<file path="src/rtl/serdes_pkg.sv">
`default_nettype none
// +----------------------------------------------------------------------+
// | Package  : serdes_pkg                                                |
// | Purpose  : Shared definitions for the serial transmitter/receiver    |
// |            pair: receive-side state encoding and default payload     |
// |            width.                                                    |
// | Revision : 1.0 - initial release                                     |
// +----------------------------------------------------------------------+
package serdes_pkg;

  // Default payload bits per frame
  localparam int unsigned c_data_w_default = 8;

  // Receive deframer states
  typedef enum logic [2:0] {
    ST_IDLE      = 3'd0,
    ST_DATA      = 3'd1,
    ST_PARITY    = 3'd2,
    ST_STOP      = 3'd3,
    ST_WAIT_HIGH = 3'd4
  } rx_state_e;

endpackage : serdes_pkg
`default_nettype wire

</file>
<file path="src/rtl/ser_rx_deframer.sv">
`default_nettype none
// +----------------------------------------------------------------------+
// | Module   : ser_rx_deframer                                           |
// | Purpose  : Strobe-driven serial frame receiver. Frame format is      |
// |            start(0), DATA_W data bits LSB first, optional even       |
// |            parity bit, stop(1). Delivers payload with parity and     |
// |            framing error flags as a one-cycle valid pulse.           |
// | Ports    : clk        - clock, rising edge                           |
// |            rst_n      - asynchronous active-low reset                |
// |            ser_in     - serial line (idles high)                     |
// |            bit_en     - bit strobe; ser_in sampled only when high    |
// |            par_en     - parity bit present (latched at start bit)    |
// |            data_out   - last received payload, held between frames   |
// |            data_valid - one-cycle pulse when outputs update          |
// |            par_err    - parity mismatch, qualified by data_valid     |
// |            frame_err  - stop bit was 0, qualified by data_valid      |
// |            busy       - receiver not idle                            |
// | Revision : 1.0 - initial release                                     |
// +----------------------------------------------------------------------+
module ser_rx_deframer
  import serdes_pkg::*;
#(
  parameter int unsigned DATA_W = c_data_w_default
) (
  input  logic              clk,
  input  logic              rst_n,
  input  logic              ser_in,
  input  logic              bit_en,
  input  logic              par_en,
  output logic [DATA_W-1:0] data_out,
  output logic              data_valid,
  output logic              par_err,
  output logic              frame_err,
  output logic              busy
);

  localparam int unsigned CNT_W = $clog2(DATA_W + 1);
  localparam logic [CNT_W-1:0] c_cnt_last = CNT_W'(DATA_W - 1);

  rx_state_e         state_q, state_d;
  logic [CNT_W-1:0]  cnt_q, cnt_d;
  logic [DATA_W-1:0] shift_q, shift_d;
  logic              par_en_q, par_en_d;
  logic              perr_q, perr_d;
  logic [DATA_W-1:0] data_out_q, data_out_d;
  logic              data_valid_q, data_valid_d;
  logic              par_err_q, par_err_d;
  logic              frame_err_q, frame_err_d;

  always_ff @(posedge clk or negedge rst_n) begin
    if (!rst_n) begin
      state_q      <= ST_IDLE;
      cnt_q        <= '0;
      shift_q      <= '0;
      par_en_q     <= 1'b0;
      perr_q       <= 1'b0;
      data_out_q   <= '0;
      data_valid_q <= 1'b0;
      par_err_q    <= 1'b0;
      frame_err_q  <= 1'b0;
    end else begin
      state_q      <= state_d;
      cnt_q        <= cnt_d;
      shift_q      <= shift_d;
      par_en_q     <= par_en_d;
      perr_q       <= perr_d;
      data_out_q   <= data_out_d;
      data_valid_q <= data_valid_d;
      par_err_q    <= par_err_d;
      frame_err_q  <= frame_err_d;
    end
  end

  always_comb begin
    state_d      = state_q;
    cnt_d        = cnt_q;
    shift_d      = shift_q;
    par_en_d     = par_en_q;
    perr_d       = perr_q;
    data_out_d   = data_out_q;
    // Valid and flags are pulses: they drop unless the stop strobe fires
    data_valid_d = 1'b0;
    par_err_d    = 1'b0;
    frame_err_d  = 1'b0;

    if (bit_en) begin
      unique case (state_q)
        ST_IDLE: begin
          if (!ser_in) begin
            state_d  = ST_DATA;
            cnt_d    = '0;
            shift_d  = '0;
            par_en_d = par_en;
            perr_d   = 1'b0;
          end
        end
        ST_DATA: begin
          // LSB arrives first, so new bits enter at the top and move down
          shift_d           = shift_q >> 1;
          shift_d[DATA_W-1] = ser_in;
          cnt_d             = cnt_q + CNT_W'(1);
          if (cnt_q == c_cnt_last) begin
            state_d = par_en_q ? ST_PARITY : ST_STOP;
          end
        end
        ST_PARITY: begin
          perr_d  = (ser_in != ^shift_q);
          state_d = ST_STOP;
        end
        ST_STOP: begin
          data_out_d   = shift_q;
          data_valid_d = 1'b1;
          par_err_d    = perr_q & par_en_q;
          frame_err_d  = ~ser_in;
          // A low stop bit may be the start of a break: wait for the line
          // to return high before hunting for the next start bit
          state_d      = ser_in ? ST_IDLE : ST_WAIT_HIGH;
        end
        ST_WAIT_HIGH: begin
          if (ser_in) begin
            state_d = ST_IDLE;
          end
        end
        default: begin
          state_d = ST_IDLE;
        end
      endcase
    end
  end

  assign data_out   = data_out_q;
  assign data_valid = data_valid_q;
  assign par_err    = par_err_q;
  assign frame_err  = frame_err_q;
  assign busy       = (state_q != ST_IDLE);

endmodule : ser_rx_deframer
`default_nettype wire

</file>
<file path="config.mk">
export PLATFORM = sky130hd
export DESIGN_NAME = ser_rx_deframer
export DESIGN_NICKNAME = d
export VERILOG_FILES = /design/src/rtl/serdes_pkg.sv /design/src/rtl/ser_rx_deframer.sv
export SDC_FILE = /design/constraint.sdc
export NUM_CORES = 1
export LEC_CHECK = 0
export ABC_AREA = 0
export CAP_MARGIN = 30
export CORE_MARGIN = 8
export CORE_UTILIZATION = 40
export DETAILED_ROUTE_END_ITERATION = 12
export PLACE_DENSITY = 0.63
export SYNTH_ARGS = -nofsm -noshare
export SYNTH_HDL_FRONTEND = slang
export SYNTH_SLANG_ARGS = --single-unit
</file>
<file path="constraint.sdc">
create_clock -name clk -period 2.5 [get_ports clk]
set_input_delay 0.25 -clock clk [delete_from_list [all_inputs] [get_ports clk]]
set_output_delay 0.25 -clock clk [all_outputs]
set_load 0.05 [all_outputs]
</file>
Yosys cells after proc, flatten, opt, wreduce, memory -nomap -nowiden
Cells that the tools add are included.
Word-level totals
  register bits: 28
  latch bits: 0
  RAM bits: 0
  memory bits (read-only): 0
  bits of input ports: 5
  output and inout bits: 12
  memories: 0
Cells by class
  add/subtract/negate cells: 1
  $mul: 0
  divide/modulo/power cells: 0
  $lt $le $gt $ge: 0
  eq/ne operators: 9
  shifts and indexed selects: 0
  muxes and demuxes: 18
  bitwise logic cells: 2
  reductions and logical operators: 10
Operator list (number)
  $pmux 8 s2: 1
  $pmux 3 s5: 1
  $mux 3: 4
  $reduce_and 3->1: 3
  $mux 1: 8
  $mux 8: 1
  $pmux 4 s2: 1
  $reduce_xor 8->1: 1
  $eq 3x2->1 const B: 2
  $ne 2x2->1 const B: 3
  $add 4x1->4 const B: 1
  $eq 4x3->1 const B: 1
  $mux 4: 1
  $reduce_and 4->1: 1
  $reduce_bool 2->1: 2
  $eq 3x1->1 const B: 1
  $eq 3x3->1 const B: 1
  $logic_not 3->1: 1
  $reduce_bool 3->1: 1
  $pmux 1 s2: 1
  $reduce_and 2->1: 1
  $and 1x1->1: 1
  $ne 1x1->1: 1
  $not 1->1: 1

Depth between registers and ports, before layout
  word-level depth: 3
  gate-level depth with buffers: 6
  gate-level depth less buffers: 5

Least setup slack after synthesis
No wires, ideal clock.
  path type: flip-flop to flip-flop
  start: register shift_q[5]
  end: register perr_q
  arrival time: 1.258 ns
  data required time: 2.399 ns
  slack: 1.141 ns
  cell stages (with the launch flop): 5
  path buffers: 0
  cell sequence: dfrtp_1 -> xor2_1 -> xnor3_1 -> xnor2_1 -> o32ai_1
Between the ends
  longest elaborated chain between the ends: 3
Ends and longest elaborated chain
  from (decl): RTL line ser_rx_deframer.sv:42  | logic [DATA_W-1:0] shift_q, shift_d;
  from (signal assigned): RTL line ser_rx_deframer.sv:64  | shift_q <= shift_d;
  $reduce_xor 8->1: RTL line ser_rx_deframer.sv:107  | perr_d = (ser_in != ^shift_q);
  $ne 1x1->1: RTL line ser_rx_deframer.sv:107
  $pmux 1 s2: RTL line ser_rx_deframer.sv:87  | unique case (state_q)
  to (signal assigned): RTL line ser_rx_deframer.sv:66  | perr_q <= perr_d;
  to (decl): RTL line ser_rx_deframer.sv:44  | logic perr_q, perr_d;
No other way between the ends.
A chain may end at the register's enable or synchronous reset.

Worst setup path after layout
  start: register state_q[1]
  end: output busy
Between the ends
  longest elaborated chain between the ends: 1
Ends and longest elaborated chain
  from (decl): RTL line ser_rx_deframer.sv:40  | rx_state_e state_q, state_d;
  from (signal assigned): RTL line ser_rx_deframer.sv:62  | state_q <= state_d;
  $reduce_bool 3->1: RTL line ser_rx_deframer.sv:135  | assign busy = (state_q != ST_IDLE);
  to (decl): RTL line ser_rx_deframer.sv:34  | output logic busy
No other way between the ends.

==> results by group <==
Global routing
  • First-pass GRT wire length: 3760 um
  • Met1 usage: a little under an eighth
  • GR Layer Usage met2: between 10% and 20%
  • Vias in the first global route: 821
  • Top Usage Layer GRT: met2
  • GRT overflow: 0
  • Initial antenna violation count: 0
  • Largest net degree at the start of global routing: 29
  • Overall Global Routing Usage: ~9%
  • Routing usage on met3: 2.89%

Worst setup path
  • Worst EP arrival: 1.87 ns
  • Slowest-stage cell, CP: clkdlybuf4s50_1
  • Reg2Reg Depth: 3
  • Class of the most critical setup path: register to primary output
  • CP max stage delay: about 0.79 ns
  • CP Launch Type: register
  • Worst Path Required: 2.25 ns
  • Reg-to-reg startpoint: state_q[1]$_DFFE_PN0P_
  • Crit. End Element: primary output
  • Critical Path Stages: 3
  • R2r endpoint: cnt_q[0]$_DFFE_PN0P_
  • Largest delay contributor family on the critical path: buffers and inverters
  • CP Buf/Inv Count: 1
  • Critical Path, Cell by Cell: nor2_1 > nand2_1 > clkdlybuf4s50_1
  • Worst Path Max Fanout: 11
  • R2R Setup Slk: between 0.9 and 1 ns

Floorplanning
  • Initial Utilization: 41.4%
  • # rows: 20
  • Height of the die: 72.0 um
  • Die width: 72.0 um
  • Die area: 5180 sq um
  • Core ar.: 3030 sq um
  • # IOs: 17

Route
  • Vias/cell: 4.84
  • Wire per inst: 11.8 um
  • Initial drt markers: 23
  • ANT nets after route: 0
  • Via count: approximately 850
  • Total Wirelength: 2080 um
  • TritonRoute pass-1 iters: 4
  • DRC: 0

Synthesis
  • Yosys warns: 0
  • Cells after Synth: 115
  • Post-synth cell types: 34
  • Register bit total from synthesis: 28
  • Syn Nets: around 120
  • Synthesized area per cell: 10.9 sq um
  • Sequential share of the synthesized area: 55.9%
  • Cell Area, Synth: between 1000 and 1500 sq um

Cells and area
  • Commonest cells after routing, fill and taps aside: nand2_1 (29), dfrtp_1 (28), clkdlybuf4s50_1 (16)
  • N_diodes: 0
  • Most common cell after layout, fill and taps aside: nand2_1
  • Fraction of layout cells with a size suffix above 1: about a tenth
  • Layout area overhead: 18.2%
  • Final nets: 139

Flow run
  • Max-cap viol count: 0

Timing
  • Slew headroom: a little over half
  • Final setup fails: 0
  • Max-slew violations: 0
  • Fmax: 0.472 GHz
  • Worst-Margin Slew: 0.681 ns
  • Setup TNS: 0 ns
  • RSZ-0062 raised after global routing: false
  • Fin Clk Skew: ~0.012 ns
  • Final period utilization: 84.8%
  • Final hold viol count: 0
  • Final min period: 2.12 ns

Clocking
  • Setup Fix Bufs, Post-CTS: 0
  • Root buf cell: clkbuf_4
  • CTS tree: built
  • Clk buf depth: 2
  • CTS-repair resized insts: 0
  • CTS clk-pin slew, worst paths: 0.15 ns
  • Htree depth: 1
  • Inserted Clock Buffers: 3
  • Hold-fix buffers, CTS: 0
  • Clk Latency, worst-skew pair: 0.33 ns
  • Clock sinks: 28

Placement
  • Final GP Congestion: 0.862
  • Final HPWL DP: 1510 um
  • PortBufs: 16

Power and ir drop
  • Total Power: around 1.9 mW
  • P per Cell Area: 1280 nW/um^2
  • Leak Pwr: ~0.71 nW
  • Worst VDD drop: 0.460 mV

Status
  • Status: finished, final reports clean

Worst hold path
  • Worst Hold Class: input port to async pin
[layer usage]
metal	vias to the layer above	wire length (um)
li1	422	-
met1	403	976
met2	23	917
met3	4	146
met4	0	34
met5	-	0
[metrics by stage]
| stage | instances | instance area (sq um) | setup WS [ns] | utilization (%) | hold slack (ns) |
|---|---|---|---|---|---|
| detailed placement | 172 | 1440 | 0.649 | 47.7 | 0.463 |
| CTS | 176 | 1480 | 0.377 | 48.9 | 0.286 |
| global placement | 172 | 1440 | 0.695 | 47.7 | 0.458 |
| global route | 176 | 1480 | 0.312 | 48.9 | 0.303 |
| floorplan | 115 | 1250 | 1.14 | - | -0.0456 |
| finish | 176 | 1480 | 0.381 | 48.9 | 0.269 |
[worst max path at each step]
stage                                       from                   end
after CTS                 state_q[1]$_DFFE_PN0P_                  busy
after detailed placement                  ser_in  cnt_q[0]$_DFFE_PN0P_
after global routing      state_q[0]$_DFFE_PN0P_                  busy
after global placement                    bit_en  cnt_q[0]$_DFFE_PN0P_
after floorplan           shift_q[5]$_DFFE_PN0P_    perr_q$_DFFE_PN0P_
final                     state_q[1]$_DFFE_PN0P_                  busy
[cells in the mapped netlist, drive strengths merged]
library cell | n | share of area (%)
a21o | 1 | 0.60
a21oi | 3 | 1.2
a22o | 9 | 6.5
and3 | 2 | 1.0
buf | 4 | 2.8
clkbuf | 1 | 0.30
dfrtp | 28 | 56
ha | 1 | 1.0
inv | 5 | 1.5
mux2 | 2 | 1.8
mux2i | 1 | 0.80
nand2 | 29 | 8.7
nand2b | 1 | 0.50
nand3 | 2 | 1.2
nor2 | 4 | 1.2
nor2b | 1 | 0.70
nor3 | 2 | 0.80
nor3b | 2 | 1.2
nor4 | 1 | 0.50
o21ai | 6 | 2.4
o22ai | 1 | 0.50
o311ai | 1 | 0.70
o32ai | 1 | 0.70
xnor2 | 5 | 5.0
xnor3 | 1 | 1.8
xor2 | 1 | 0.70
[power by group]
group	internal [mW]	switching, mW	leakage (nW)
clock network	0.0891	0.125	0.0210
logic	0.411	0.490	0.319
registers	0.615	0.171	0.368
[final cells by class]
type	count	area, sq um
Sequential cell	28	701
Fill cell	281	1550
Multi-Input combinational cell	77	494
Timing Repair Buffer	18	175
Clock buffer	4	36.3
Inverter	5	18.8
Tap cell	44	55.1
[registers in the layout (all words and copies together) (netlist names)]
signal	count
cnt_q	4
frame_err	1
par_en_q	1
shift_q	8
perr_q	1
state_q	3
par_err	1
data_out	8
data_valid	1
[kinds of logic (layout without fill, tap and decap cells)]
| kind of cell | after synthesis | count (layout) | synth area share, % |
|---|---|---|---|
| muxes | 3 | 3 | 2.60 |
| AOI/OAI and AO/OA | 22 | 22 | 12.6 |
| adders and majority gates | 1 | 1 | 0.999 |
| DFF | 28 | 28 | 55.9 |
| and+or+nand+nor | 44 | 44 | 15.8 |
| xor gates and xnor gates | 7 | 7 | 7.49 |
| buffers and inverters | 10 | 27 | 4.59 |
Power figures use the tool's default switching activity.
